<file path="src/rtl/drive_cmd_pkg.sv">
// Shared types for the drive command arbiter: command codes, command
// sources, arbiter FSM states and the camera-direction mapping.
package drive_cmd_pkg;

    typedef enum logic [3:0] {
        CMD_STOP  = 4'd0,
        CMD_FWD   = 4'd1,
        CMD_LEFT  = 4'd2,
        CMD_RIGHT = 4'd3,
        CMD_REV   = 4'd4
    } cmd_t;

    typedef enum logic [1:0] {
        SRC_NONE   = 2'd0,
        SRC_IR     = 2'd1,
        SRC_CAM    = 2'd2,
        SRC_SAFETY = 2'd3
    } src_t;

    typedef enum logic [1:0] {
        ST_IDLE = 2'd0,
        ST_SEND = 2'd1,
        ST_GAP  = 2'd2
    } state_t;

    // Highest legal IR code; anything above is ignored at capture.
    localparam logic [3:0] CMD_CODE_MAX = CMD_REV;

    // Camera direction 1..3 is a steering request; other values are not.
    function automatic logic cam_dir_is_request(input logic [2:0] dir);
        return dir inside {3'd1, 3'd2, 3'd3};
    endfunction

    function automatic cmd_t cam_to_cmd(input logic [2:0] dir);
        case (dir)
            3'd1:    return CMD_LEFT;
            3'd2:    return CMD_FWD;
            3'd3:    return CMD_RIGHT;
            default: return CMD_STOP;
        endcase
    endfunction

endpackage

</file>
<file path="src/rtl/cycle_timer.sv">
// Saturating down-counter: load sets it to LOAD_VAL, each tick decrements,
// it holds at zero and never wraps. zero is high while the count is 0.
module cycle_timer #(
    parameter int unsigned LOAD_VAL = 1
) (
    input  logic clk,
    input  logic rst_n,
    input  logic load,
    input  logic tick,
    output logic zero
);

    localparam int unsigned WIDTH = $clog2(LOAD_VAL) + 1;
    localparam logic [WIDTH-1:0] LOAD_W = WIDTH'(LOAD_VAL);

    logic [WIDTH-1:0] count;

    // Load wins over tick; decrement stops at zero.
    always_ff @(posedge clk or negedge rst_n) begin
        // NOTE: sequential state uses non-blocking assignments so every flop samples pre-edge values.
        if (!rst_n) begin
            count <= '0;
        end else if (load) begin
            count <= LOAD_W;
        end else if (tick && count != '0) begin
            count <= count - 1'b1;
        end
    end

    assign zero = (count == '0);

endmodule

</file>
<file path="src/rtl/drive_cmd_arbiter.sv">
// Merges IR remote, camera classifier and e-stop into one handshaked
// command stream with priority, minimum gap, manual-override hold,
// duplicate suppression for camera commands and a no-command watchdog.
module drive_cmd_arbiter
    import drive_cmd_pkg::*;
#(
    parameter int unsigned MIN_GAP     = 5_000_000,
    parameter int unsigned WATCHDOG    = 50_000_000,
    parameter int unsigned MANUAL_HOLD = 150_000_000
) (
    input  logic       clk_50,
    input  logic       rst_n,
    input  logic       ir_valid,
    input  logic [3:0] ir_cmd,
    input  logic       cam_valid,
    input  logic [2:0] cam_dir,
    input  logic       estop,
    output logic       cmd_valid,
    output logic [3:0] cmd_data,
    input  logic       cmd_ready,
    output logic [1:0] active_src,
    output logic       manual_mode,
    output logic       watchdog_trip
);

    // The gap timer is loaded one short so that GAP lasts MIN_GAP cycles,
    // and exactly one cycle when MIN_GAP is 0 or 1.
    localparam int unsigned GAP_LOAD = (MIN_GAP > 1) ? MIN_GAP - 1 : 0;

    state_t state;
    cmd_t   cmd_q;
    src_t   src_q;
    logic   wd_cause_q;      // offered STOP was raised by the watchdog
    logic   pend_valid;
    logic   pend_sent;       // pending IR code is the one currently offered
    cmd_t   pend_cmd;
    cmd_t   last_sent;
    src_t   active_src_q;
    logic   wd_expired;
    logic   gap_zero;
    logic   wd_zero;
    logic   manual_zero;

    logic   handshake;
    logic   ir_capture;
    logic   sel_hit;
    cmd_t   sel_cmd;
    src_t   sel_src;
    logic   sel_wd;

    assign handshake   = cmd_valid && cmd_ready;
    assign ir_capture  = ir_valid && (ir_cmd <= CMD_CODE_MAX);
    assign cmd_data    = cmd_q;
    assign active_src  = active_src_q;
    assign manual_mode = !manual_zero;

    cycle_timer #(.LOAD_VAL(GAP_LOAD)) u_gap_timer (
        .clk   (clk_50),
        .rst_n (rst_n),
        .load  (handshake),
        .tick  (state == ST_GAP),
        .zero  (gap_zero)
    );

    cycle_timer #(.LOAD_VAL(WATCHDOG)) u_wd_timer (
        .clk   (clk_50),
        .rst_n (rst_n),
        .load  (handshake),
        .tick  (last_sent != CMD_STOP),
        .zero  (wd_zero)
    );

    cycle_timer #(.LOAD_VAL(MANUAL_HOLD)) u_manual_timer (
        .clk   (clk_50),
        .rst_n (rst_n),
        .load  (handshake && src_q == SRC_IR),
        .tick  (1'b1),
        .zero  (manual_zero)
    );

    // Priority selection of the next command; first match wins.
    always_comb begin
        // NOTE: defaults first so every path assigns every output and no latch is inferred.
        sel_hit = 1'b0;
        sel_cmd = CMD_STOP;
        sel_src = SRC_NONE;
        sel_wd  = 1'b0;
        if (estop) begin
            sel_hit = 1'b1;
            sel_src = SRC_SAFETY;
        end else if (pend_valid && !pend_sent) begin
            sel_hit = 1'b1;
            sel_cmd = pend_cmd;
            sel_src = SRC_IR;
        end else if (wd_expired && last_sent != CMD_STOP) begin
            sel_hit = 1'b1;
            sel_src = SRC_SAFETY;
            sel_wd  = 1'b1;
        end else if (!manual_mode && cam_valid && cam_dir_is_request(cam_dir) &&
                     cam_to_cmd(cam_dir) != last_sent) begin
            sel_hit = 1'b1;
            sel_cmd = cam_to_cmd(cam_dir);
            sel_src = SRC_CAM;
        end
    end

    // IDLE -> SEND -> GAP sequencing with the registered offer outputs.
    always_ff @(posedge clk_50 or negedge rst_n) begin
        if (!rst_n) begin
            state      <= ST_IDLE;
            cmd_valid  <= 1'b0;
            cmd_q      <= CMD_STOP;
            src_q      <= SRC_NONE;
            wd_cause_q <= 1'b0;
        end else begin
            case (state)
                ST_IDLE: begin
                    if (sel_hit) begin
                        cmd_q      <= sel_cmd;
                        src_q      <= sel_src;
                        wd_cause_q <= sel_wd;
                        cmd_valid  <= 1'b1;
                        state      <= ST_SEND;
                    end
                end
                ST_SEND: begin
                    if (cmd_ready) begin
                        cmd_valid <= 1'b0;
                        state     <= ST_GAP;
                    end
                end
                ST_GAP: begin
                    if (estop || gap_zero) begin
                        state <= ST_IDLE;
                    end
                end
                default: state <= ST_IDLE;
            endcase
        end
    end

    // One-deep IR holding register; a newer pulse always replaces an unsent code.
    always_ff @(posedge clk_50 or negedge rst_n) begin
        if (!rst_n) begin
            pend_valid <= 1'b0;
            pend_sent  <= 1'b0;
            pend_cmd   <= CMD_STOP;
        end else if (ir_capture) begin
            pend_valid <= 1'b1;
            pend_sent  <= 1'b0;
            pend_cmd   <= cmd_t'(ir_cmd);
        end else if (state == ST_IDLE && sel_hit && sel_src == SRC_IR) begin
            pend_sent <= 1'b1;
        end else if (handshake && pend_sent) begin
            pend_valid <= 1'b0;
            pend_sent  <= 1'b0;
        end
    end

    // Post-transfer status: last command, its source, watchdog expiry and trip flag.
    always_ff @(posedge clk_50 or negedge rst_n) begin
        if (!rst_n) begin
            last_sent     <= CMD_STOP;
            active_src_q  <= SRC_NONE;
            wd_expired    <= 1'b0;
            watchdog_trip <= 1'b0;
        end else if (handshake) begin
            last_sent    <= cmd_q;
            active_src_q <= src_q;
            wd_expired   <= 1'b0;
            if (wd_cause_q) begin
                watchdog_trip <= 1'b1;
            end else if (cmd_q != CMD_STOP) begin
                watchdog_trip <= 1'b0;
            end
        end else if (last_sent != CMD_STOP && wd_zero) begin
            wd_expired <= 1'b1;
        end
    end

endmodule

</file>
<file path="config.mk">
export PLATFORM = sky130hd
export DESIGN_NAME = drive_cmd_arbiter
export DESIGN_NICKNAME = d
export VERILOG_FILES = /design/src/rtl/drive_cmd_pkg.sv /design/src/rtl/cycle_timer.sv /design/src/rtl/drive_cmd_arbiter.sv
export SDC_FILE = /design/constraint.sdc
export NUM_CORES = 1
export LEC_CHECK = 0
export ABC_AREA = 1
export CAP_MARGIN = 0
export CORE_MARGIN = 5
export CORE_UTILIZATION = 31
export DETAILED_ROUTE_END_ITERATION = 12
export PLACE_DENSITY_LB_ADDON = 0.08
export SYNTH_ARGS = -nofsm -noshare
export SYNTH_HDL_FRONTEND = slang
export SYNTH_SLANG_ARGS = --single-unit
</file>
<file path="constraint.sdc">
create_clock -name clk_50 -period 1.7 [get_ports clk_50]
set_input_delay 0.425 -clock clk_50 [delete_from_list [all_inputs] [get_ports clk_50]]
set_output_delay 0.425 -clock clk_50 [all_outputs]
set_load 0.01 [all_outputs]
</file>
=== Yosys cells after proc, flatten, opt, wreduce, memory -nomap -nowiden ===
Cells that the tools add are included.

* Latch bits: 0
* Register bits after elaboration: 104
* Memory bits (read-only): 0
* Output and inout port bits: 9
* Memory bits (writable): 0
* Bits of input ports: 13
* Memories: 0

* Div/mod/pow operators: 0
* $mul: 0
* Eq/ne operators: 12
* Reduce and logical (&&, ||, !) cells: 40
* $lt $le $gt $ge: 1
* Bitwise operators: 0
* Add/subtract/negate cells: 3
* Shifts and indexed selects: 0
* Multiplexer cells: 41

{| class="wikitable"
|+ Operator list
! cell !! count
|-
| $mux W29 || 2
|-
| $mux W27 || 2
|-
| $mux W24 || 2
|-
| $logic_not A29 Y1 || 1
|-
| $reduce_bool A29 Y1 || 1
|-
| $sub A29 B1 Y29 const B || 1
|-
| $mux W4 || 7
|-
| $logic_not A27 Y1 || 1
|-
| $reduce_bool A27 Y1 || 1
|-
| $sub A27 B1 Y27 const B || 1
|-
| $logic_not A24 Y1 || 1
|-
| $reduce_bool A24 Y1 || 1
|-
| $sub A24 B1 Y24 const B || 1
|-
| $mux W1 || 18
|-
| $logic_and A1 B1 Y1 || 14
|-
| $mux W2 || 7
|-
| $reduce_bool A2 Y1 || 7
|-
| $pmux W2 S3 || 2
|-
| $ne A2 B2 Y1 const B || 4
|-
| $reduce_bool A4 Y1 || 2
|-
| $eq A2 B1 Y1 const B || 3
|-
| $eq A3 B2 Y1 const B || 2
|-
| $reduce_and A2 Y1 || 3
|-
| $reduce_and A3 Y1 || 2
|-
| other kinds (9) || 11
|}

=== Depth between registers and ports, before layout ===
Gate-level depths: netlist of run 1.

* Word-level depth: 15
* Gate-level depth with buffers: 13
* Gate-level depth less buffers: 13

=== Modules after synthesis ===
A second synthesis of run 1 with hierarchy kept.

* Cells, all modules: 972
* Area, all modules: 6665.1 um2

{| class="wikitable"
|+ By module, submodules not included
! module !! sequential area each (um2) !! area each (um2) !! times used !! cells each
|-
| cycle_timer (u_manual_timer) || 725.7 || 1989.4 || 1 || 298
|-
| cycle_timer (u_wd_timer) || 675.6 || 1863.0 || 1 || 286
|-
| cycle_timer (u_gap_timer) || 600.6 || 1676.6 || 1 || 250
|-
| drive_cmd_arbiter || 600.6 || 1136.1 || 1 || 138
|}

=== Worst setup path before layout of run 1 ===
Ideal clock, no wire load.

* Path kind: reg-to-reg
* Start point: register u_wd_timer.count[0]
* End point: register u_wd_timer.count[3]
* Setup time: 0.126 ns
* Stages on the path, launching flop included: 11
* Setup slack: -0.002 ns
* Clock period less this slack: 1.702 ns
* Path buffers: 1
* Arrival: 1.576 ns
* Path through: dfrtp_1 -> inv_1 -> ha_1 -> nand2_2 -> nor2_4 -> nand4_4 -> nand2_4 -> nand2_4 -> inv_6 -> buf_12 -> o21ai_0

* Cells in the longest elaborated chain, start to end: 3
* Elaborated cells on any way between the ends: 6
* Those cells by class: add/sub (1); mux (2); reduce/logical (3)

{| class="wikitable"
|+ Ends and longest elaborated chain
! what !! line !! RTL
|-
| from (decl) || cycle_timer.sv:16 || <nowiki>logic [WIDTH-1:0] count;</nowiki>
|-
| from (signal assigned) || cycle_timer.sv:26 || <nowiki>count <= count - 1'b1;</nowiki>
|-
| $sub A27 B1 Y27 or $reduce_bool A27 Y1 (tied branches) || cycle_timer.sv:26, cycle_timer.sv:25 ||
|-
| $mux W27 or $logic_and A1 B1 Y1 (tied branches) || cycle_timer.sv:25 || <nowiki>end else if (tick && count != '0) begin</nowiki>
|-
| $mux W27 or $reduce_bool A2 Y1 (tied branches) || -- ||
|}

Parallel ways exist; a longest one is shown, timed or not. The select of a mux whose other input is x is not followed.
A chain may end at the register's enable or synchronous reset.

=== Final worst setup path of run 1 ===
* Start point: register u_manual_timer.count[0]
* End point: output port manual_mode

* Cells in the longest elaborated chain, start to end: 2

{| class="wikitable"
|+ Ends and longest elaborated chain
! what !! line !! RTL
|-
| from (decl) || cycle_timer.sv:16 ||
|-
| from (signal assigned) || cycle_timer.sv:26 ||
|-
| $logic_not A29 Y1 || cycle_timer.sv:30 || <nowiki>assign zero = (count == '0);</nowiki>
|-
| $logic_not A1 Y1 || drive_cmd_arbiter.sv:55 || <nowiki>assign manual_mode = !manual_zero;</nowiki>
|-
| to (decl) || drive_cmd_arbiter.sv:22 || <nowiki>output logic manual_mode,</nowiki>
|}

No other way between the ends.

==> summary.txt, run 1 <==
Global routing
  – Largest net degree at the start of global routing: 41
  – Vias in the first global route: 5,809
  – Global Route Usage Sum: 0.1608
  – First-pass GRT wire length: 28,970 µm
  – Initial antenna violation count: 0
  – Gr ovfl total: 0

Drt
  – Avg WL per Cell: around 13 µm
  – DRT Wirelength: 17,820 µm
  – Vias/cell: 4.486
  – Antenna-violating nets left: 0
  – Via count: 5,989
  – Drt pass-1 iters: 4
  – Drt drc: 0
  – 1st-iter DRT viols: 281

Synthesis
  – Synth Area in Compound Gates: 0.07619
  – #FFs+latches synth: 104
  – Mux share of post-synthesis cell area: 0
  – Largest family of logic cells by synthesized area: simple AND/OR/NAND/NOR gates
  – Seq/Total Area, Yosys: 0.4204
  – Post-Synth Simple-Gate Area: 0.3899
  – Synthesis Warnings: 0
  – Synth Flop Type: dfrtp_1
  – Xor and xnor area share after synthesis: 0.03395
  – Synth unique cells: 47
  – Synthesized area: 0.006191 mm²
  – Syn Area/Cell: 7.165 µm²
  – Async S/R FF share, synth: 1.000
  – Post-Synth Adder-Cell Area: 0.008084
  – Mapped Cells: 864
  – Synth Net Count: 881
  – Number of enable flip-flop cells after synthesis: 0

Flow run
  – Maxcap violations: 0

Clocking
  – TritonCTS clock tree: yes
  – Reg clk slew, reported paths: ~0.08 ns
  – Cts bufs inserted: 9
  – CTS Sinks: 104
  – CTS Root Cell: clkbuf_16
  – Clk_lat worst skew: 0.36 ns
  – CTS Buffer Depth: 2
  – H-tree depth: 3

Critical path
  – Setup crit end kind: output pin
  – Critical Path RT: 1.27 ns
  – Worst R2R Setup Slack: -0.06 ns
  – Max stage delay cell, worst path: dfrtp_1
  – WS Path Type: flip-flop to output pin
  – Cell depth of the worst setup path: 10
  – Crit-path cells: inv_2 > ha_4 > inv_2 > nor2_2 > nand2_1 > nor2_1 > nand2_1 > nor2_4 > inv_2 > buf_6
  – Crit Reg-Reg Startpoint: u_manual_timer.count[0]$_DFFE_PN0P_
  – R2R Path End: cmd_data[1]$_DFFE_PN0P_
  – Critical path peak fanout: 2
  – Crit path largest cell delay: roughly 0.4 ns
  – WP buf/inv: 4
  – CP dominant cell by count: inv_2
  – Largest delay contributor family on the critical path: flip-flops
  – Crit path DAT: 1.56 ns
  – CP Launch Type: flip-flop
  – R2R cell count: 15

Die
  – Starting Density: 0.3160
  – Die width: 151.3 µm
  – Total core area: around 0.02 mm²
  – IO Pins: 22
  – Num rows: 51
  – DIE HEIGHT: ~150 µm
  – DIE AREA: 0.02290 mm²

Placed design
  – DP Wirelength: 13,330 µm
  – I/O Buffers: 21
  – GP Congestion: 0.8897

Status
  – Failing checks: setup timing
  – Status: finished with violations

Timing
  – Final Setup Violations: 8
  – RSZ-0062 raised after global routing: yes
  – FMAX: 502.8 MHz
  – Worst setup margin: -0.2890 ns
  – Final worst path period share: 1.170
  – Max-slew headroom: 0.6351
  – Slew Limit Fails: 0
  – Final hold vios: 0
  – Tmin final: 1.989 ns
  – Worst Max-Slew Pin Slew: 0.5453 ns
  – Clk_skew: 0.01357 ns

Layout
  – Layout cells sized above 1: 0.3252
  – Final core area utilization: 0.4492
  – # fillers: 2,051
  – Nets: around 1,100
  – Commonest cells after routing, fill and taps aside: nand2_1 (210), buf_4 (172), nor2_1 (126)
  – Area growth syn-to-layout: 42.14%
  – Number of diodes: 0
  – Commonest non-fill, non-tap cell in the layout: nand2_1

Power
  – Cell Pwr Density: 1403 mW/mm²
  – Max VDD drop: roughly 0.63 mV
  – Leakage: 4.097 nW
  – PnR Total Power: 12.35 mW

Hold path
  – Hold/Removal Path Class: input pin to asynchronous set/reset pin
==> kinds of logic after synthesis <==
| group | count (synthesis) |
|---|---|
| buffers and inverters | 101 |
| adder cells (fa/ha/maj) | 4 |
| AND/OR/NAND/NOR | 547 |
| AO/OA/AOI/OAI | 84 |
| XOR/XNOR | 24 |
| flip-flops | 104 |
==> routing by layer <==
metal,routed length [µm],share of wire,GRT usage,up-vias
li1,-,-,-,3168
met1,8725,0.49,0.2129,2756
met2,8528,0.48,0.2756,48
met3,344,0.019,0.02543,17
met4,218,0.012,0.03762,0
met5,0,0,0,-
==> cell type report <==
class                      instances  area, µm²  area share
timing repair buffer             204       1665      0.1893
clock inverter                     7      83.83    0.009527
multi-input combinational        660       3551      0.4035
tap                              265      331.6     0.03768
inverter                          86      336.6     0.03825
sequential                       104       2606      0.2962
clock buffer                       9      225.2     0.02559
==> worst max path at each step <==
stage                     slack (ns)           to                                 start
after floorplan                 0.02  manual_mode   u_manual_timer.count[0]$_DFFE_PN0P_
after global placement         -0.30  manual_mode  u_manual_timer.count[14]$_DFFE_PN0P_
after detailed placement       -0.30  manual_mode  u_manual_timer.count[14]$_DFFE_PN0P_
after CTS                      -0.33  manual_mode   u_manual_timer.count[1]$_DFFE_PN0P_
after global routing           -0.47  manual_mode   u_manual_timer.count[1]$_DFFE_PN0P_
final                          -0.29  manual_mode   u_manual_timer.count[0]$_DFFE_PN0P_
==> report_power, final <==
part | internal, mW | total, mW | switching [mW]
clock | 1.06 | 2.20 | 1.14
sequential | 3.13 | 3.63 | 0.499
combinational | 2.87 | 6.52 | 3.65
total | 7.06 | 12.3 | 5.29
==> state kept, by name, summed over array words and instances (netlist names), 2 cells and up <==
signal and flops:
active_src 2, cmd_data 4, last_sent 4, pend_cmd 4
src_q 2, state 2, u_gap_timer.count 24, u_manual_timer.count 29
u_wd_timer.count 27
==> stage by stage <==
stage / hold WS, ns / setup slack [ns] / std cells / TNS, ns / instance area (µm²)
global route: 0.4369 / -0.4652 / 1335 / -3.093 / 8800
floorplan: 0.1294 / 0.01689 / 864 / 0 / 6193
detailed placement: 0.2614 / -0.3035 / 1299 / -13.93 / 7903
finish: 0.4284 / -0.2890 / 1335 / -0.5944 / 8800
global placement: 0.2591 / -0.2982 / 1299 / -12.92 / 7903
CTS: 0.4273 / -0.3279 / 1322 / -0.5302 / 8344
==> synthesized netlist by cell type, types with 2 or more instances <==
library cell,count,area share
nand2_1,229,0.14
nor2_1,175,0.11
dfrtp_1,104,0.42
inv_1,82,0.050
nand3_1,58,0.047
o21ai_0,45,0.036
nand4_1,16,0.016
a21oi_1,14,0.011
nor3_1,13,0.011
xor2_1,13,0.018
xnor2_1,11,0.016
nand2_2,9,0.0091
nand3b_1,9,0.011
or2_2,9,0.0091
clkbuf_1,8,0.0049
nor2_4,7,0.013
o21ai_1,7,0.0057
nor2_2,6,0.0061
nor4_1,5,0.0051
ha_1,4,0.0081
o21ai_2,4,0.0057
buf_6,3,0.0055
nand2_4,3,0.0055
o31ai_1,3,0.0036
a31o_2,2,0.0028
and3_1,2,0.0020
buf_4,2,0.0024
o211ai_1,2,0.0024
==> what timing repair did <==
item / 4_1_cts / 5_1_grt
hold endpoints to repair: 4 / 0
hold buffers: 1 / 0
pin swaps: 7 / 37
gates resized for setup: 44 / 113
buffers inserted: 6 / 16
cloned: 1 / 1
setup endpoints to repair: 42 / 88
Note: power is estimated with default switching activity, not from simulation.
==> run 2: changes to the inputs <==
--- a/config.mk
+++ b/config.mk
@@ -7,10 +7,13 @@
 export LEC_CHECK = 0
 export ABC_AREA = 1
 export CAP_MARGIN = 0
+export CORE_ASPECT_RATIO = 0.6
 export CORE_MARGIN = 5
 export CORE_UTILIZATION = 31
 export DETAILED_ROUTE_END_ITERATION = 12
+export GPL_ROUTABILITY_DRIVEN = 1
 export PLACE_DENSITY_LB_ADDON = 0.08
 export SYNTH_ARGS = -nofsm -noshare
 export SYNTH_HDL_FRONTEND = slang
 export SYNTH_SLANG_ARGS = --single-unit
+export TNS_END_PERCENT = 100
==> run 2 against run 1 <==
Effect of this change:
- clock skew down 0.0013 ns
- critical endpoint unchanged
- critical path type unchanged
- final cell count is 1.2% higher
- die area is 0.41% higher
- via count increased by 1.5%
- worst setup slack got worse by 0.044 ns
- utilization rose by 0.40 points
- the run still ends with setup timing left
- largest cell class unchanged
- power increased by 5.8%
==> summary.txt, run 2 (synthesis results as in run 1) <==
Critical path
  – Crit path DAT: 1.61 ns
  – Setup crit end kind: output pin
  – WS Path Type: flip-flop to output pin
  – Max stage delay cell, worst path: dfrtp_1
  – Crit-path cells: inv_2 > ha_4 > inv_2 > nor2_1 > nand2_1 > nor2_1 > nand2_1 > nor2_4 > inv_2 > buf_6
  – Critical path peak fanout: 2
  – WP buf/inv: 4
  – CP Launch Type: flip-flop
  – CP dominant cell by count: inv_2
  – Crit path largest cell delay: 0.40 ns
  – Largest delay contributor family on the critical path: simple AND/OR/NAND/NOR gates
  – Critical Path RT: between 1 and 1.5 ns

Layout
  – Final Cell Area: 0.008982 mm²
  – Final core area utilization: 0.4532
  – Largest register FFs: 29
  – Number of diodes: 0
  – Layout cells sized above 1: 0.3525
  – Nets: around 1,100
  – Post-Layout Cell Count: 1,351
  – # fillers: 2,054
  – Biggest regs: u_manual_timer.count (29), u_wd_timer.count (27), u_gap_timer.count (24)
  – Area growth syn-to-layout: 45.09%
  – Commonest cells after routing, fill and taps aside: nand2_1 (209), buf_4 (176), nor2_1 (121)
  – Biggest register: u_manual_timer.count
  – Commonest non-fill, non-tap cell in the layout: nand2_1

Global routing
  – Gr ovfl total: 0
  – Largest net degree at the start of global routing: 42
  – Initial antenna violation count: 0
  – Vias in the first global route: 5,632
  – Grt met2 use: 0.2043
  – GRT Max-Usage Layer: met1
  – GR Util met1: 0.3068
  – Global Route Usage Sum: 0.1730
  – M3 GR Usage: 0.03486
  – First-pass GRT wire length: between 30,000 and 40,000 µm

Power
  – Switching share of power: 0.4198
  – PnR Total Power: approximately 13 mW
  – Combinational power share: 0.547
  – Int Pwr: ~7.6 mW
  – Switching power: 5.485 mW
  – Cell Pwr Density: 1455 mW/mm²
  – Sequential share of power: 0.282
  – Leakage: 4.155 nW
  – Clock Power Share: 0.171
  – Max VDD drop: 0.9160 mV

Clocking
  – Cts bufs inserted: 9
  – TritonCTS clock tree: yes
  – Reg clk slew, reported paths: 0.07 ns
  – CTS Sinks: 104
  – CTS Buffer Depth: 2
  – H-tree depth: 3
  – CTS Root Cell: clkbuf_16
  – Clk_lat worst skew: 0.36 ns

Timing
  – Final Setup Violations: 12
  – Clk_skew: 0.01223 ns
  – Final hold vios: 0
  – TNS Setup: -0.8537 ns
  – Max-slew headroom: 0.7681
  – Hold slack: 0.4842 ns
  – Tmin final: around 2.0 ns
  – Slew Limit Fails: 0
  – Worst Max-Slew Pin Slew: 0.3466 ns
  – Worst setup margin: -0.3326 ns
  – Final worst path period share: 1.196
  – RSZ-0062 raised after global routing: yes
  – FMAX: 492.0 MHz

Die
  – Total core area: 0.01982 mm²
  – Num rows: 40
  – DIE AREA: 0.02299 mm²
  – IO Pins: 22
  – Starting Density: 0.3124
  – DIE HEIGHT: 119.5 µm
  – Die width: about 190 µm

Placed design
  – Placed cell count: between 1,000 and 1,500
  – Area post-placement: 0.007950 mm²
  – GP Congestion: 0.8748
  – I/O Buffers: 21
  – DP Wirelength: between 10,000 and 15,000 µm
  – Pre-CTS setup slack: -0.2684 ns

Hold path
  – Hold/Removal Path Class: flip-flop to flip-flop

Drt
  – Drt pass-1 iters: 5
  – Vias/cell: 4.500
  – Via count: 6,080
  – DRT Wirelength: 19,610 µm
  – Avg WL per Cell: 14.52 µm
  – Antenna-violating nets left: 0
  – 1st-iter DRT viols: roughly 380
  – Drt drc: 0

Status
  – Status: finished with violations
  – Failing checks: setup timing

Flow run
  – Maxcap violations: 0
run 2: per-layer routing:
layer,part of all wire,vias to the layer above
met2,0.35,113
met4,0.0054,0
met1,0.60,2778
met3,0.045,8
met5,0,-
li1,-,3181
run 2: path summary, 6_finish.rpt:
kind / from / endpoint / slack (ns) / cells past startpoint
setup / recovery: u_manual_timer.count[1]$_DFFE_PN0P_ / manual_mode / -0.33 / 10
hold / removal: u_wd_timer.count[25]$_DFFE_PN0P_ / u_wd_timer.count[25]$_DFFE_PN0P_ / 0.48 / 2
setup reg to reg: u_manual_timer.count[1]$_DFFE_PN0P_ / cmd_data[0]$_DFFE_PN0P_ / -0.07 / 14
hold reg to reg: u_wd_timer.count[25]$_DFFE_PN0P_ / u_wd_timer.count[25]$_DFFE_PN0P_ / 0.48 / 2
max in group asynchronous: rst_n / u_wd_timer.count[5]$_DFFE_PN0P_ / 0.63 / 3
min in group asynchronous: rst_n / u_gap_timer.count[3]$_DFFE_PN0P_ / 0.50 / 2
run 2: final cells by class:
class	count	area, µm²	area share
clock buffer	10	239.0	0.02661
clock inverter	6	66.31	0.007383
inverter	86	346.6	0.03858
multi-input combinational	659	3607	0.4016
sequential	104	2613	0.2908
tap	273	341.6	0.03803
timing repair buffer	213	1769	0.1970
run 2: timing repair:
item | in CTS | in global routing
hold endpoints to repair | 16 | 0
setup buffers | 7 | 17
gates cloned | 0 | 1
pin swaps | 10 | 39
hold buffers | 1 | 0
endpoints found under the setup margin | 55 | 89
resized for setup | 49 | 141
run 2: power groups by stage:
stage,sequential (mW),clock [mW],combinational (mW)
finish,3.68,2.24,7.15
global route,3.77,2.40,7.89
CTS,3.61,2.32,6.14
detailed placement,3.64,0,5.92
global placement,3.65,0,5.93
floorplan,3.65,0,3.24
run 2: tightest hold or removal path: stages, from the launching register on:
cell	delay (ns)
dfrtp_1	0.34
nand2_1	0.05
nand2_1	0.06
